`src/rtl/sample_frame_buffer_if.sv`:
```
// sample_frame_buffer_if: sample stream in, FFT frame handoff out
interface sample_frame_buffer_if #(parameter int WIDTH = 12, parameter int N = 64);
  logic sample_valid;
  logic [WIDTH-1:0] sample_in;
  logic fft_start;
  logic fft_done;
  logic [WIDTH-1:0] time_samples [0:N-1];
  logic fft_busy;
  logic [15:0] frame_cnt;
  logic overrun;
  modport master (output sample_valid, sample_in, fft_done, input fft_start, time_samples, fft_busy, frame_cnt, overrun);
  modport slave (input sample_valid, sample_in, fft_done, output fft_start, time_samples, fft_busy, frame_cnt, overrun);
endinterface

```
`src/rtl/sample_frame_buffer.sv`:
```
// sample_frame_buffer: ping-pong N-sample frame buffer feeding the FFT; HANN_WINDOW_EN adds a registered Hann window stage (N<=64)
module sample_frame_buffer #(
  parameter int WIDTH = 12,
  parameter int N = 64
) (
  input logic clk,
  input logic rst,
  sample_frame_buffer_if.slave bus
);
  localparam int IW = $clog2(N);
  typedef enum logic {FILL, FULL_WAIT} state_t;
  state_t state, state_n;
  logic wr_sel;
  logic [IW-1:0] wr_idx;
  logic [WIDTH-1:0] bank0 [N];
  logic [WIDTH-1:0] bank1 [N];
  logic wv;
  logic [WIDTH-1:0] wd;
  logic swap_ok, swap, wr_en, drop, last;
`ifdef HANN_WINDOW_EN
  localparam logic [10:0] HANN [0:32] = '{
    11'd0, 11'd5, 11'd20, 11'd44, 11'd78, 11'd121, 11'd172, 11'd232,
    11'd300, 11'd374, 11'd455, 11'd541, 11'd632, 11'd726, 11'd824, 11'd923,
    11'd1024, 11'd1124, 11'd1223, 11'd1321, 11'd1415, 11'd1506, 11'd1592, 11'd1673,
    11'd1747, 11'd1815, 11'd1875, 11'd1926, 11'd1969, 11'd2003, 11'd2027, 11'd2042,
    11'd2047};
  logic v_q;
  logic [WIDTH-1:0] s_q;
  logic [IW:0] fold;
  logic [6:0] ri;
  logic [WIDTH+11:0] prod;
  always_ff @(posedge clk) begin
    if (rst) begin
      v_q <= 1'b0;
      s_q <= '0;
    end else begin
      v_q <= bus.sample_valid;
      s_q <= bus.sample_in;
    end
  end
  always_comb begin
    fold = ({1'b0, wr_idx} > (IW+1)'(N/2)) ? (IW+1)'(N) - {1'b0, wr_idx} : {1'b0, wr_idx};
    ri = 7'(fold * (IW+1)'(64/N));
    prod = {{12{s_q[WIDTH-1]}}, s_q} * {{(WIDTH+1){1'b0}}, HANN[ri]};
  end
  assign wv = v_q;
  assign wd = WIDTH'(prod >> 11);
`else
  assign wv = bus.sample_valid;
  assign wd = bus.sample_in;
`endif
  assign swap_ok = !bus.fft_busy || bus.fft_done;
  always_ff @(posedge clk) begin
    if (rst) state <= FILL;
    else state <= state_n;
  end
  always_comb begin
    state_n = swap ? FILL : (last ? FULL_WAIT : state);
  end
  always_comb begin
    wr_en = wv && state == FILL;
    drop = wv && state == FULL_WAIT;
    last = wr_en && wr_idx == IW'(N-1);
    swap = swap_ok && (state == FULL_WAIT || last);
  end
  always_ff @(posedge clk) begin
    if (rst) begin
      wr_sel <= 1'b0;
      wr_idx <= '0;
      bus.fft_start <= 1'b0;
      bus.fft_busy <= 1'b0;
      bus.frame_cnt <= '0;
      bus.overrun <= 1'b0;
      for (int k = 0; k < N; k++) begin
        bank0[k] <= '0;
        bank1[k] <= '0;
      end
    end else begin
      if (wr_en && !wr_sel) bank0[wr_idx] <= wd;
      if (wr_en && wr_sel) bank1[wr_idx] <= wd;
      wr_idx <= swap ? '0 : wr_idx + IW'(wr_en);
      wr_sel <= wr_sel ^ swap;
      bus.fft_start <= swap;
      bus.fft_busy <= swap || (bus.fft_busy && !bus.fft_done);
      bus.frame_cnt <= bus.frame_cnt + 16'(swap);
      bus.overrun <= bus.overrun || drop;
    end
  end
  for (genvar k = 0; k < N; k++) begin : g_rd
    assign bus.time_samples[k] = wr_sel ? bank0[k] : bank1[k];
  end
endmodule
```
`src/flat_wrapper.sv`:
```
// flat-port wrapper written by rule: the top's interface ports become plain ports
module sample_frame_buffer_flat 
#(
  parameter int WIDTH = 12,
  parameter int N = 64
)
  (clk, rst, bus_sample_valid, bus_sample_in, bus_fft_done, bus_fft_start, bus_time_samples, bus_fft_busy, bus_frame_cnt, bus_overrun);
  sample_frame_buffer_if #(.WIDTH(WIDTH), .N(N)) bus_i ();
  input logic clk;
  input logic rst;
  input wire logic [$bits(bus_i.sample_valid)-1:0] bus_sample_valid;
  input wire logic [$bits(bus_i.sample_in)-1:0] bus_sample_in;
  input wire logic [$bits(bus_i.fft_done)-1:0] bus_fft_done;
  output wire logic [$bits(bus_i.fft_start)-1:0] bus_fft_start;
  output wire logic [$bits(bus_i.time_samples)-1:0] bus_time_samples;
  output wire logic [$bits(bus_i.fft_busy)-1:0] bus_fft_busy;
  output wire logic [$bits(bus_i.frame_cnt)-1:0] bus_frame_cnt;
  output wire logic [$bits(bus_i.overrun)-1:0] bus_overrun;
  assign bus_i.sample_valid = bus_sample_valid;
  assign bus_i.sample_in = bus_sample_in;
  assign bus_i.fft_done = bus_fft_done;
  assign bus_fft_start = bus_i.fft_start;
  assign bus_time_samples = {>>{bus_i.time_samples}};
  assign bus_fft_busy = bus_i.fft_busy;
  assign bus_frame_cnt = bus_i.frame_cnt;
  assign bus_overrun = bus_i.overrun;
  sample_frame_buffer #(.WIDTH(WIDTH), .N(N)) u_core (.clk(clk), .rst(rst), .bus(bus_i));
endmodule
```
`config.mk`:
```
export PLATFORM = sky130hd
export DESIGN_NAME = sample_frame_buffer_flat
export DESIGN_NICKNAME = d
export VERILOG_FILES = /design/src/rtl/sample_frame_buffer_if.sv /design/src/rtl/sample_frame_buffer.sv /design/src/flat_wrapper.sv
export SDC_FILE = /design/constraint.sdc
export NUM_CORES = 2
export LEC_CHECK = 0
export ABC_AREA = 1
export ABC_CLOCK_PERIOD_IN_PS = 2100
export CORE_UTILIZATION = 50
export CTS_CLUSTER_SIZE = 28
export DETAILED_ROUTE_END_ITERATION = 16
export PLACE_DENSITY_LB_ADDON = 0.05
export SLEW_MARGIN = 20
export SYNTH_ARGS = -nofsm -noshare
export SYNTH_HDL_FRONTEND = slang
export SYNTH_SLANG_ARGS = --single-unit
export TNS_END_PERCENT = 50
```
`constraint.sdc`:
```
create_clock -name clk -period 2.1 [get_ports clk]
set_input_delay 0.42 -clock clk [delete_from_list [all_inputs] [get_ports clk]]
set_output_delay 0.42 -clock clk [all_outputs]
set_load 0.02 [all_outputs]
```
==> impl.org <==
** Status
- The flow ran to the end, but the final reports show violations.
- Failing checks :: negative setup slack

** Floorplan
- Row generation in the floorplan step produced 131 rows.
- Initial standard-cell utilization of the core :: 50.68%
- Die W :: 362.4 um
- Pin placement for this block handled 803 I/O pins.
- The core region is 128200 sq um.
- Measured along the y axis, the die boundary spans 362.4 um.
- Die outline area :: 131400 sq um

** Setup path
- The worst setup path is captured at an output port.
- Worst reg2reg endpoint :: u_core.bank1[20][11]
- Following the worst setup path forward leads to its endpoint at bus_time_samples[345].
- STA classifies the critical path startpoint as a flop.
- The most critical setup path has its startpoint at u_core.wr_sel.
- Type of the worst setup path :: flop to output port
- The number of cells on the worst reg-to-reg path is 11.
- Setup slack, reg-to-reg :: -0.46 ns
- In this run the worst path has a maximum fanout of 27.
- The worst register-to-register path begins at u_core.wr_sel.
- Data on the critical path arrives at its endpoint at 2.66 ns.
- Required time at the worst-slack endpoint :: 1.68 ns

** Layout
- Non-Filler Cell Area, Final :: 86710 sq um
- Share of post-route cells with drive strength above 1 :: 14.26%
- Flip-flop and latch area :: 46670 sq um
- Most frequent standard cell in the layout excluding fill and tap cells :: sky130_fd_sc_hd__nand2_1
- In the layout the commonest cells are 2562 x sky130_fd_sc_hd__nand2_1, 1632 x sky130_fd_sc_hd__nor2_1, 1536 x sky130_fd_sc_hd__edfxtp_1.
- The net count of the finished layout is 7498.
- Compared with the post-synthesis result, the final layout area differs by 33.48%.
- In the final layout, the multi-input gates occupy 16370 sq um.
- The filler cells instantiated in the layout total 9653.

** STA
- Setup slack on the critical path of the routed design comes to -0.9777 ns.
- Setup violations remaining at the end of the flow were counted as 3722.
- After routing, the total negative slack on setup checks comes to -1323.18 ns.
- Derived from the worst setup path, the maximum achievable clock frequency is 0.3249 GHz.
- Final period utilization :: 146.6%
- The routed design could run at a clock period as short as 3.078 ns.
- Number of hold violations in the final report :: 0
- On the final layout, the worst hold slack is 0.3469 ns.
- Final Max Tran Viols :: 0
- Worst relative slew slack :: 53.30%
- At the pin with the least slew margin, the transition time is 0.6979 ns.
- On the final layout, the worst clock skew is 0.03273 ns.
- Setup repair after global routing could not meet its margin everywhere.

** Global route
- Summed over all layers, the global routing overflow is 0.
- GR Util All Layers :: 31.12%
- Number of global-route vias before repair :: 46655
- The number of antenna violations at the first check in global routing is 3.
- The first global-routing pass estimated 298800 um of wire.
- Maximum number of pins on one net before global-route repair :: 59

** Route
- Summing over every cut layer, the via total after detailed routing is 49496.
- Wire segments on met2 add up to 102700 um in the final route.
- Final Routed Wirelength :: 213500 um
- Drt wl/cell :: 22.87 um
- Max layer used :: met5
- TritonRoute pass-1 iters :: 6
- DR vias/cell :: 5.302
- The detail route stage leaves a number of antenna-violating nets equal to 0.
- Drt drc :: 0
- After the first detailed-routing iteration, the DRC count stood at 5676.
- Metal3 WL :: 20400 um
- After detailed routing, the wire length on met1 is 82120 um.

** CTS
- At the later pin of the worst-skew pair, clock insertion delay measures 0.79 ns.
- TritonCTS clock tree :: built
- Post-CTS Hold Fix Bufs :: 0
- Max clock buf depth :: 3
- The root buffer cell chosen for the clock tree is sky130_fd_sc_hd__clkbuf_16.
- Clock-pin slew was measured on the worst setup and hold paths at 0.06 ns.
- The clock tree synthesis step divided the H-tree into 4 levels.
- CTS saw 1563 sinks.
- TritonCTS created 162 clock buffers.

** Power
- The analysis attributes to cell leakage a power of 36.28 nW.
- The design draws 0.07040 W.
- Worst vdd ir :: 0.8027 mV
- P per Cell Area :: 811.9 nW/um^2

** Synth
- Of the synthesized area, sequential elements account for 71.84%.
- During synthesis, Yosys emitted a total of 0 warnings.
- Combined area of all synthesized cells :: 64960 sq um
- Parity-gate share of the synthesized area counting xor and xnor cells :: 0.06741%
- The portion of synthesized area spent on multiplexers is 0%.
- Synthesis handed over a netlist of 6393 instances.
- The netlist uses 22 different library cells.
- The synthesized netlist devotes 24.75% of its cell area to simple gates.
- Mapped Nets :: 6413
- Summing the areas of all fa, ha and maj instances in the mapped netlist gives 0.07704% of the synthesized area.
- The average instance in the mapped netlist occupies 10.16 sq um.
- By area, the combinational part of the netlist is dominated by simple AND/OR/NAND/NOR gates.
- Compound-Gate Fraction of Synth Area :: 0.1156%
- Number of flip-flops and latches in the synthesized netlist :: 1563

** Min path
- In this run the worst hold path is classified as input port to flop.

** Placement
- The count of buffers added on input and output ports is 802.
- Setup slack after placement :: -0.4140 ns
- The wire-length estimate of the detail-placed layout is 141900 um.
- Once placement finished, the instance area stood at 80460 sq um.
- At the end of routability-driven placement, the weighted congestion stood at 0.8622.

** Job
- The tool flagged a number of max-cap violations equal to 0.
cell families (layout without fill, tap and decap cells):
group                      Yosys count  in the layout
xor gates and xnor gates             5              5
buffers and inverters              540           1751
and+or+nand+nor                   4267           4267
adders and majority gates            4              4
other                                0              2
AOI/OAI and AO/OA                   14             14
DFF                               1563           1563
cell usage after synthesis:
| cell type | n | share of area [%] |
|---|---|---|
| sky130_fd_sc_hd__ha_1 | 4 | 0.077 |
| sky130_fd_sc_hd__nor3_2 | 1 | 0.015 |
| sky130_fd_sc_hd__edfxtp_1 | 1536 | 71 |
| sky130_fd_sc_hd__dfxtp_1 | 27 | 0.83 |
| sky130_fd_sc_hd__o21bai_1 | 1 | 0.012 |
| sky130_fd_sc_hd__nand4_1 | 4 | 0.039 |
| sky130_fd_sc_hd__buf_1 | 12 | 0.069 |
| sky130_fd_sc_hd__xnor2_1 | 1 | 0.013 |
| sky130_fd_sc_hd__buf_2 | 15 | 0.12 |
| sky130_fd_sc_hd__nor3_1 | 2 | 0.015 |
| sky130_fd_sc_hd__nand2_1 | 2601 | 15 |
| sky130_fd_sc_hd__a21oi_1 | 9 | 0.069 |
| sky130_fd_sc_hd__o21ai_0 | 3 | 0.023 |
| sky130_fd_sc_hd__nor3_4 | 1 | 0.025 |
| sky130_fd_sc_hd__o21a_1 | 1 | 0.012 |
| sky130_fd_sc_hd__clkinv_1 | 1 | 0.0058 |
| sky130_fd_sc_hd__inv_1 | 40 | 0.23 |
| sky130_fd_sc_hd__clkbuf_1 | 470 | 2.7 |
| sky130_fd_sc_hd__nor2_1 | 1632 | 9.4 |
| sky130_fd_sc_hd__inv_2 | 2 | 0.012 |
| sky130_fd_sc_hd__xor2_1 | 4 | 0.054 |
| sky130_fd_sc_hd__nand3_1 | 26 | 0.20 |
critical path, cell delays in order, from the launching register on:
cell and delay [ns]:
sky130_fd_sc_hd__dfxtp_4 0.40, sky130_fd_sc_hd__buf_6 0.12, sky130_fd_sc_hd__buf_16 0.11, sky130_fd_sc_hd__buf_12 0.15, sky130_fd_sc_hd__buf_12 0.19, sky130_fd_sc_hd__nand2_1 0.06, sky130_fd_sc_hd__nand2_1 0.18, sky130_fd_sc_hd__clkdlybuf4s50_1 0.64
sequential cells by signal (all words and copies together) (netlist names):
register,count
u_core.bank0,768
u_core.bank1,768
u_core.bus.frame_cnt,16
u_core.wr_idx,6
u_core.bus.fft_busy,1
u_core.bus.fft_start,1
u_core.bus.overrun,1
u_core.state,1
u_core.wr_sel,1
layer usage:
| metal | up-vias | track usage, % |
|---|---|---|
| met2 | 2470 | 51.22 |
| met4 | 2 | 11.97 |
| met5 | - | 0 |
| met1 | 23999 | 40.83 |
| met3 | 341 | 6.122 |
| li1 | 22684 | - |
final cells by class:
class                   instances  share of cell area (%)
inverters                      43                  0.2915
repair inverters                3                 0.06349
flip-flops and latches       1563                   53.82
multi-input cells            4290                   18.88
clock buffers                 207                   4.993
well taps                    1729                   2.495
diodes                          2                0.005772
clock inverters                83                  0.8903
repair buffers               1415                   18.56
how the worst min path moves through the flow:
stage	cells past startpoint	start	endpoint	slack, ns
floorplan	2	u_core.state	u_core.bus.overrun	0.48
global placement	2	u_core.bus.overrun	u_core.bus.overrun	0.46
detailed placement	2	u_core.bus.overrun	u_core.bus.overrun	0.48
CTS	3	bus_sample_valid	u_core.bus.overrun	0.29
global route	3	bus_sample_valid	u_core.bus.overrun	0.37
finish	3	bus_sample_valid	u_core.bus.overrun	0.35
power by group:
| part | total (W) | internal, W | switching, W |
|---|---|---|---|
| sequential | 0.0359 | 0.0355 | 0.000399 |
| combinational | 0.00640 | 0.00238 | 0.00402 |
| clock | 0.0281 | 0.0162 | 0.0118 |
stage by stage:
stage,util (%),cells
detailed placement,62.78,8978
global placement,62.78,8978
floorplan,-,6393
finish,67.65,9335
CTS,66.84,9270
global route,67.65,9333
what timing repair did:
action                                  in CTS  in global routing
resized for setup                          244                358
setup buffers                                1                 34
pin swaps                                    0                  5
endpoints found under the setup margin    2087               3361
endpoints found under the hold margin        0                  0
cloned                                       1                 30
No activity file was read; power rests on OpenSTA's default activity.
